<file path="src/rtl/phy_tx_byte_scheduler.sv">
// -----------------------------------------------------------------------------
// phy_tx_byte_scheduler
//
// Byte-slot scheduler in front of the phy-tx serializer, clk_32f domain.
// A free-running 3-bit phase counter runs in lockstep with the serializer's
// bit counter. Each 8-cycle slot carries one byte. The decision for a slot is
// made at the posedge where phase==6. The registered outputs are then stable
// while the serializer samples them at the phase-7 edge. They stay held until
// the next phase-6 edge.
//
// Link states:
//   SYNC  : SYNC_BYTES comma slots (valid_out=0) before any data is granted.
//   RUN   : round-robin grant of one requester per slot, or comma if idle.
//   PAUSE : tx_enable low, commas only. Leaving PAUSE re-runs the full SYNC.
//
// Optional feature: compile with SKIP_INSERT_EN defined to replace every
// SKIP_PERIOD-th RUN slot with the SKIP_SYM symbol. No grant is issued in
// that slot. Without the macro, every RUN slot is arbitrated or a comma.
//
// Parameters:
//   N_REQ        number of requesters (2..8)
//   SYNC_BYTES   comma slots sent in SYNC (1..255)
//   SKIP_PERIOD  RUN slots per SKIP symbol (SKIP_INSERT_EN only, 2..255)
//   SKIP_SYM     SKIP symbol value
//
// Ports:
//   clk_32f      in   bit clock shared with the serializer
//   reset        in   synchronous, active-low
//   tx_enable    in   1 = run link, 0 = pause (idles only)
//   req_valid    in   [N_REQ]   requester i has a byte pending
//   req_data     in   [8*N_REQ] byte of requester i at [8i+7:8i]
//   req_ready    out  [N_REQ]   one-hot, one-cycle consume pulse (phase 7)
//   valid_out    out  serializer valid_in (0 = send comma 8'hBC)
//   data_out     out  [8] serializer data byte
//   sync_done    out  1 while the link is in RUN
//   slot_strobe  out  1 in the cycle the serializer samples (phase==7)
// -----------------------------------------------------------------------------
module phy_tx_byte_scheduler #(
  parameter int         N_REQ       = 4,
  parameter int         SYNC_BYTES  = 4,
  parameter int         SKIP_PERIOD = 16,
  parameter logic [7:0] SKIP_SYM    = 8'h7C
) (
  input  logic                 clk_32f,
  input  logic                 reset,
  input  logic                 tx_enable,
  input  logic [N_REQ-1:0]     req_valid,
  input  logic [8*N_REQ-1:0]   req_data,
  output logic [N_REQ-1:0]     req_ready,
  output logic                 valid_out,
  output logic [7:0]           data_out,
  output logic                 sync_done,
  output logic                 slot_strobe
);

  localparam int              PW        = $clog2(N_REQ);
  localparam logic [7:0]      SYNC_LAST = 8'(SYNC_BYTES - 1);
  localparam logic [PW-1:0]   RR_INIT   = PW'(N_REQ - 1);

  typedef enum logic [1:0] {
    ST_SYNC,
    ST_RUN,
    ST_PAUSE
  } state_t;

  state_t         state;
  state_t         state_next;
  logic [2:0]     phase;
  logic [7:0]     sync_cnt;
  logic [7:0]     sync_cnt_next;
  logic [PW-1:0]  rr_ptr;
  logic [PW-1:0]  rr_ptr_next;
  logic           valid_next;
  logic [7:0]     data_next;
  logic [N_REQ-1:0] ready_next;
  logic           sync_done_next;

  logic           decide;
  logic           grant_found;
  logic [PW-1:0]  grant_idx;
  logic [PW-1:0]  cand;
  logic           skip_slot;
  logic [7:0]     req_bytes [N_REQ];

  // The slot decision edge is the posedge where the register still holds 6.
  // The serializer then samples the outputs at the following phase-7 edge.
  assign decide      = (phase == 3'd6);
  assign slot_strobe = (phase == 3'd7);

  for (genvar i = 0; i < N_REQ; i++) begin : g_bytes
    assign req_bytes[i] = req_data[8*i +: 8];
  end

  // ---------------------------------------------------------------------------
  // Round-robin search. The search starts one past the last winner and wraps
  // modulo N_REQ. The last winner is therefore examined last. The result is
  // only used at a RUN decision edge, so it can be evaluated every cycle.
  // ---------------------------------------------------------------------------
  always_comb begin
    // NOTE: every combinational output gets a default before any branch; a
    // path that leaves one unassigned would infer a latch.
    grant_found = 1'b0;
    grant_idx   = rr_ptr;
    cand        = rr_ptr;
    for (int k = 1; k <= N_REQ; k++) begin
      cand = PW'((int'(rr_ptr) + k) % N_REQ);
      if (!grant_found && req_valid[cand]) begin
        grant_found = 1'b1;
        grant_idx   = cand;
      end
    end
  end

  // ---------------------------------------------------------------------------
  // Optional SKIP insertion: counts RUN slot decisions and flags the slot that
  // must carry SKIP_SYM instead of a grant.
  // ---------------------------------------------------------------------------
`ifdef SKIP_INSERT_EN
  localparam logic [7:0] SKIP_LAST = 8'(SKIP_PERIOD - 1);

  logic [7:0] skip_cnt;
  logic [7:0] skip_cnt_next;

  assign skip_slot = (skip_cnt == SKIP_LAST);

  always_comb begin
    skip_cnt_next = skip_cnt;
    if (decide) begin
      if (state_next != ST_RUN) begin
        skip_cnt_next = '0;
      end else if (state == ST_RUN) begin
        skip_cnt_next = skip_slot ? 8'd0 : skip_cnt + 8'd1;
      end
    end
  end

  always_ff @(posedge clk_32f) begin
    if (!reset) begin
      skip_cnt <= '0;
    end else begin
      skip_cnt <= skip_cnt_next;
    end
  end
`else
  assign skip_slot = 1'b0;
`endif

  // ---------------------------------------------------------------------------
  // Link FSM and registered slot outputs: next-state / next-output logic.
  // Nothing changes between decision edges except the one-cycle req_ready
  // pulse, which falls back to zero at the phase-7 edge.
  // ---------------------------------------------------------------------------
  always_comb begin
    state_next     = state;
    sync_cnt_next  = sync_cnt;
    rr_ptr_next    = rr_ptr;
    valid_next     = valid_out;
    data_next      = data_out;
    ready_next     = '0;
    sync_done_next = sync_done;

    if (decide) begin
      case (state)
        ST_SYNC: begin
          valid_next = 1'b0;
          if (!tx_enable) begin
            state_next    = ST_PAUSE;
            sync_cnt_next = '0;
          end else if (sync_cnt == SYNC_LAST) begin
            state_next    = ST_RUN;
            sync_cnt_next = '0;
          end else begin
            sync_cnt_next = sync_cnt + 8'd1;
          end
        end

        ST_RUN: begin
          if (!tx_enable) begin
            state_next = ST_PAUSE;
            valid_next = 1'b0;
          end else if (skip_slot) begin
            valid_next = 1'b1;
            data_next  = SKIP_SYM;
          end else if (grant_found) begin
            valid_next            = 1'b1;
            data_next             = req_bytes[grant_idx];
            ready_next[grant_idx] = 1'b1;
            rr_ptr_next           = grant_idx;
          end else begin
            // Empty slot: comma. data_out keeps the last byte.
            valid_next = 1'b0;
          end
        end

        ST_PAUSE: begin
          valid_next = 1'b0;
          if (tx_enable) begin
            state_next    = ST_SYNC;
            sync_cnt_next = '0;
          end
        end

        default: begin
          state_next    = ST_SYNC;
          sync_cnt_next = '0;
          valid_next    = 1'b0;
        end
      endcase

      // sync_done goes high with the SYNC->RUN decision. It drops on any
      // decision that leaves RUN.
      sync_done_next = (state_next == ST_RUN);
    end
  end

  // Link FSM and registered slot outputs: state registers.
  always_ff @(posedge clk_32f) begin
    // NOTE: reset is sampled on the clock edge, not asynchronously, so the
    // phase counter restarts in lockstep with the serializer, which is reset
    // on the same edge.
    if (!reset) begin
      phase     <= '0;
      state     <= ST_SYNC;
      sync_cnt  <= '0;
      rr_ptr    <= RR_INIT;
      valid_out <= 1'b0;
      data_out  <= '0;
      req_ready <= '0;
      sync_done <= 1'b0;
    end else begin
      // NOTE: non-blocking assignments throughout, so every register samples
      // the pre-edge values regardless of statement order.
      phase     <= phase + 3'd1;
      state     <= state_next;
      sync_cnt  <= sync_cnt_next;
      rr_ptr    <= rr_ptr_next;
      valid_out <= valid_next;
      data_out  <= data_next;
      req_ready <= ready_next;
      sync_done <= sync_done_next;
    end
  end

endmodule
</file>
<file path="config.mk">
export PLATFORM = sky130hd
export DESIGN_NAME = phy_tx_byte_scheduler
export DESIGN_NICKNAME = d
export VERILOG_FILES = /design/src/rtl/phy_tx_byte_scheduler.sv
export SDC_FILE = /design/constraint.sdc
export NUM_CORES = 1
export LEC_CHECK = 0
export CAP_MARGIN = 20
export CORE_UTILIZATION = 41
export CTS_BUF_LIST = sky130_fd_sc_hd__clkbuf_4
export DETAILED_ROUTE_END_ITERATION = 8
export GPL_TIMING_DRIVEN = 1
export PLACE_DENSITY_LB_ADDON = 0.25
export SLEW_MARGIN = 5
export SYNTH_ARGS = -nofsm -noshare
export SYNTH_HDL_FRONTEND = slang
export SYNTH_SLANG_ARGS = --single-unit
export TNS_END_PERCENT = 5
</file>
<file path="constraint.sdc">
create_clock -name clk_32f -period 1.6 [get_ports clk_32f]
set_input_delay 0.32 -clock clk_32f [delete_from_list [all_inputs] [get_ports clk_32f]]
set_output_delay 0.32 -clock clk_32f [all_outputs]
set_load 0.01 [all_outputs]
</file>
After elaboration in Yosys (flattened, before gate mapping)
Cells that the tools add are included.
Word-level totals
  register bits after elaboration: 29
  latch bits: 0
  bits in writable memories: 0
  ROM bits: 0
  input port bits: 39
  output and inout bits: 15
  logic and storage cells: 75
  memories: 0
Operators by class
  $add $sub $neg: 6
  multiply operators: 0
  div/mod/pow operators: 0
  order comparisons: 7
  equal/unequal tests: 7
  shifts and indexed selects: 0
  multiplexer cells: 34
  bitwise operators: 2
  reduce and logical (&&, ||, !) cells: 11
Operators by type and width (count)
  8-bit two-way mux: 5
  8-bit one-hot mux with 3 select lines: 1
  2-bit two-way mux: 9
  8-bit binary-select mux with 2-bit select: 1
  2-bit by 3-bit < comparator with 1-bit output (second input constant): 5
  1-bit two-way mux: 12
  8-bit by 1-bit adder with 8-bit output (second input constant): 1
  1-bit binary-select mux with 2-bit select: 4
  8-bit by 2-bit equality test with 1-bit output (second input constant): 1
  3-bit equality test (second input constant): 2
  2-bit one-hot mux with 3 select lines: 1
  5-bit AND reduction: 1
  2-bit by 1-bit adder with 2-bit output (second input constant): 2
  2-bit adder (second input constant): 2
  2-bit by 1-bit equality test with 1-bit output (second input constant): 2
  1-bit logical AND: 4
  4-bit AND reduction: 1
  3-bit by 1-bit adder with 3-bit output (second input constant): 1
  3-bit greater-or-equal comparator (second input constant): 1
  1-bit logical NOT: 3
  2-bit NOT with 3-bit output: 1
  3-bit AND reduction: 1
  1-bit demux with 2-bit select: 1
  2-bit equality test (second input constant): 1
  4 further kinds: 4

Longest topological paths before layout
  depth after elaboration: 17
  depth in mapped cells: 9
  mapped depth without buffers: 7

Worst setup path before layout
Ideal clock, no wire load.
  path type: register -> register
  start point: register sync_cnt[0]
  end point: register sync_cnt[2]
  setup time: 121 ps
  arrival: 1542 ps
  data required time: 1479 ps
  slack: -63 ps
  cell stages (with the launch flop): 7
  path buffers: 0
  period minus slack after synthesis: 1663 ps
  path through: dfxtp_1 > ha_1 > or4b_4 > nor4_4 > nor3b_1 > o21ai_2 > nor2_1
On the way
  longest elaborated chain between the ends: 4
  elaborated cells on any way between the ends: 5
  classes of those cells: add/sub: 1; eq/ne: 1; mux: 3
Ends and longest elaborated chain
  start, declared: line 69  | logic [7:0] sync_cnt;
  start signal, assigned: line 235  | sync_cnt <= sync_cnt_next;
  8-bit by 1-bit adder with 8-bit output / 8-bit by 2-bit equality test with 1-bit output (equally long branches): line 173, 169
  8-bit two-way mux *: line 169  | end else if (sync_cnt == SYNC_LAST) begin
  8-bit two-way mux *: line 166  | if (!tx_enable) begin
  8-bit one-hot mux with 3 select lines *: line 163  | case (state)
Every way passes the cells marked *; elsewhere a longest branch is shown, timed or not.
A chain may end at the register's enable or synchronous reset.

Final worst setup path
  start point: register sync_cnt[0]
  end point: register sync_done
On the way
  longest elaborated chain between the ends: 6
Ends and longest elaborated chain
  8-bit by 2-bit equality test with 1-bit output: line 169
  2-bit two-way mux: line 169
  2-bit two-way mux: line 166
  2-bit one-hot mux with 3 select lines: line 163
  2-bit two-way mux: line 162  | if (decide) begin
  2-bit by 1-bit equality test with 1-bit output: line 212  | sync_done_next = (state_next == ST_RUN);
  end signal, assigned: line 240  | sync_done <= sync_done_next;
  end, declared: line 52  | output logic sync_done,
No other way between the ends. The select of a mux whose other input is x is not followed.

==> impl_metrics.py <==
metrics = {
    "synth": {
        "netlist_area_um2": 1480,
        "ys_types": 45,
        "synth_top_family_by_area": "simple AND/OR/NAND/NOR gates",
        "syn_avg_cell_area_um2": 9.74,
        "syn_nets": 195,
        "synth_mux_area_share_pct": 10.8,
        "yosysSeqAreaShare_pct": 39.2,
        "ys_warn_count": 0,
        "synth_fa_ha_area_share_pct": 3.38,
        "syn_inst": 152,
        "synth_xor_xnor_area_share_pct": 2.96,
        "synthSimpleGateAreaFrac_pct": 23.9,
        "synth_compound_area_share_pct": 14.9,
        "ys_ff_latch": 29,
    },
    "grt": {
        "grt_pass1_wl_mm": 6.22,
        "grt_pass1_vias": 1396,
        "antenna_found_initial": 0,
        "grt_max_degree": 13,
        "grt_overflow_total": 0,
        "grt.total_usage_pct": 22.7,
    },
    "floorplanning": {
        "io_pins": 54,
        "die_w_um": 62.1,
        "num_rows": 21,
        "die_area_um2": 3850,
        "start_util_pct": 43.7,
        "core_area_um2": 3390,
        "die_y_um": 62.1,
    },
    "min_path": {
        "hold_end": "data_out[3]",
        "hp-class": "register to register",
        "hold_path_depth": 2,
        "min_from": "data_out[3]",
    },
    "sta": {
        "fmax_ghz": 0.567,
        "finalClockSkew_ns": 0.00451,
        "drv_slew": 0,
        "grt_setup_unrepaired": "true",
        "hold_violations": 0,
        "tightest_slew_ns": 0.464,
        "setup_slack_ns": -0.163,
        "final.period_utilization_pct": 110,
        "period_needed_ns": 1.76,
        "tns_ns": -1.07,
        "maxSlewHeadroom_pct": 69.0,
        "setup_violations": 11,
    },
    "finish": {
        "multi_input_area_um2": 907,
        "regArea_um2": 584,
        "layout_common_cells": "clkdlybuf4s50_1, dfxtp_1, buf_4, mux2i_1, nand2_1",
        "drive_above_1_share_pct": 23.2,
        "final_common_cell": "clkdlybuf4s50_1",
        "antenna_cells": 0,
        "fin_nets": 271,
        "num-fill-cells": 259,
        "area_growth_pct": 59.2,
    },
    "detailed_routing": {
        "vias": 1421,
        "final_antenna_net_count": 0,
        "drc_errors": 0,
        "routed_wl_mm": 3.93,
        "dr.pass1.iters": 4,
        "wl_per_cell_um": 14.3,
        "drt-initial-drc-count": 28,
        "viasPerCell": 5.19,
    },
    "worst_setup_path": {
        "worstSetupPathType": "register to register",
        "crit_path_cell_trace": "ha_4, or4b_4, nor4_4, buf_4, buf_4, o21ai_0, a21boi_0",
        "worst_setup_path_start_kind": "register",
        "end_kind": "register",
        "required_ns": 1.86,
        "cp_max_fo": 4,
        "slowest_stage": "or4b_4",
        "reg2reg_setup_slack_ns": -0.16,
        "r2r_end": "sync_done",
        "crit_top_cell": "buf_4",
        "critPathMaxStageDelay_ns": 0.47,
        "r2r_start": "sync_cnt[0]",
        "crit_arrival_ns": 2.02,
        "r2r_cells": 7,
    },
    "clocking": {
        "clock_path_buffers": 2,
        "clockRootBuffer": "clkbuf_4",
        "cts_hold_buffers": 0,
        "htreeDepth": 2,
        "clk_pin_slew_worst_paths_ns": 0.09,
        "cts_tree": "built",
        "cts_buffers": 5,
        "cts_sinks": 29,
        "insertion_delay_ns": 0.32,
    },
    "job": {
        "maxCapViolCount": 0,
    },
    "run_status": {
        "status": "finished with violations",
        "violations": "negative setup slack",
    },
    "power_and_ir_drop": {
        "fin_total_pwr_w": 0.00141,
        "ir_drop_uv": 647,
        "p_leak_nw": 1.00,
        "power.density_nw_per_um2": 597,
    },
    "placement": {
        "globalplace.congestion": 0.733,
        "dp_hpwl_mm": 2.78,
        "numPortBuffers": 53,
    },
}
-- what timing repair did --
item / in CTS / in global routing
buffers inserted: 3 / 0
gates resized for setup: 25 / 4
endpoints found under the setup margin: 23 / 18
cloned: 1 / 0
pin swaps: 10 / 5
-- worst max-delay path, delay by kind of cell, from the launching register on --
family | cells | cell delay, ns
buffers and inverters | 2 | 0.26
AO/OA/AOI/OAI | 2 | 0.22
adder cells (fa/ha/maj) | 1 | 0.15
flip-flops | 1 | 0.37
AND/OR/NAND/NOR | 2 | 0.69
-- synth_stat cells --
library cell	n	area share (%)
a211oi_1	1	0.51
a21boi_0	2	1.0
a21boi_1	1	0.51
a21boi_2	1	0.76
a21o_1	1	0.51
a21oi_1	3	1.0
a221oi_2	1	1.0
a22oi_1	1	0.51
a31oi_1	1	0.42
and2_1	1	0.42
and3_1	3	1.3
and4b_1	1	0.68
buf_4	2	1.0
buf_6	3	2.3
clkbuf_1	2	0.51
dfxtp_1	29	39
ha_1	4	3.4
inv_1	4	1.0
mux2i_1	16	11
nand2_1	13	3.3
nand2b_1	2	0.85
nand3_1	3	1.0
nand3_2	1	0.68
nand3b_2	1	0.76
nand4_1	1	0.42
nor2_1	12	3.0
nor2b_1	8	3.4
nor2b_2	1	0.59
nor3_1	2	0.68
nor3b_1	2	1.0
nor4_2	1	0.85
nor4_4	1	1.4
o211a_1	1	0.68
o211ai_1	1	0.51
o21ai_0	5	1.7
o21ai_2	1	0.59
o221ai_1	7	4.1
o221ai_2	1	1.0
or2b_1	2	1.0
or3_1	1	0.42
or4_1	1	0.51
or4b_1	1	0.68
or4b_4	1	0.93
xnor2_1	1	0.59
xor2_1	4	2.4
-- through the flow --
stage               area, um2  setup slack (ns)  hold WS (ns)  utilization [%]  cells
finish                   2360            -0.163         0.471             69.5    274
global route             2360            -0.261         0.506             69.5    274
CTS                      2340            -0.224         0.474             69.1    274
detailed placement       2190            -0.626         0.456             64.6    263
global placement         2190            -0.562         0.443             64.6    263
floorplan                1480           -0.0627         0.420                -    152
-- cell families after synthesis --
| family | Yosys count |
|---|---|
| flops | 29 |
| buf+inv | 11 |
| fa+ha+maj | 4 |
| compound gates | 28 |
| mux | 16 |
| xor+xnor | 5 |
| simple gates | 59 |
-- state kept, by name (all words and copies together), names as in the netlist --
register   count
sync_done      1
data_out       8
phase          3
valid_out      1
rr_ptr         2
req_ready      4
state          2
sync_cnt       8
-- final cells by class --
cell class | instances | share of cell area [%]
clock buffers | 6 | 1.91
clock inverters | 1 | 0.159
inverters | 4 | 0.637
multi-input cells | 112 | 38.5
flip-flops and latches | 29 | 24.8
well taps | 46 | 2.44
repair buffers | 76 | 31.5
-- power breakdown --
| group | leakage, nW | total (W) | internal (W) | switching, W |
|---|---|---|---|---|
| Clock | 0.0292 | 0.000419 | 0.000176 | 0.000243 |
| Sequential | 0.235 | 0.000731 | 0.000728 | 0.00000342 |
| Combinational | 0.739 | 0.000256 | 0.000169 | 0.0000874 |
-- layer usage --
metal | track usage, % | wire, um | up-vias | part of all wire [%]
met5 | 0 | 0 | - | 0
met4 | 7.94 | 48 | 0 | 1.2
met3 | 6.00 | 191 | 5 | 4.9
met2 | 40.4 | 1990 | 38 | 51
met1 | 26.0 | 1700 | 677 | 43
li1 | - | - | 701 | -
-- worst max path at each step --
stage	startpoint	to	cells after the start
finish	sync_cnt[0]	sync_done	7
global route	sync_cnt[0]	sync_cnt[6]	7
CTS	sync_cnt[0]	sync_cnt[4]	6
detailed placement	req_valid[3]	data_out[1]	7
global placement	req_valid[3]	data_out[0]	5
floorplan	sync_cnt[0]	sync_cnt[2]	6
(Power assumes the default switching activity.)
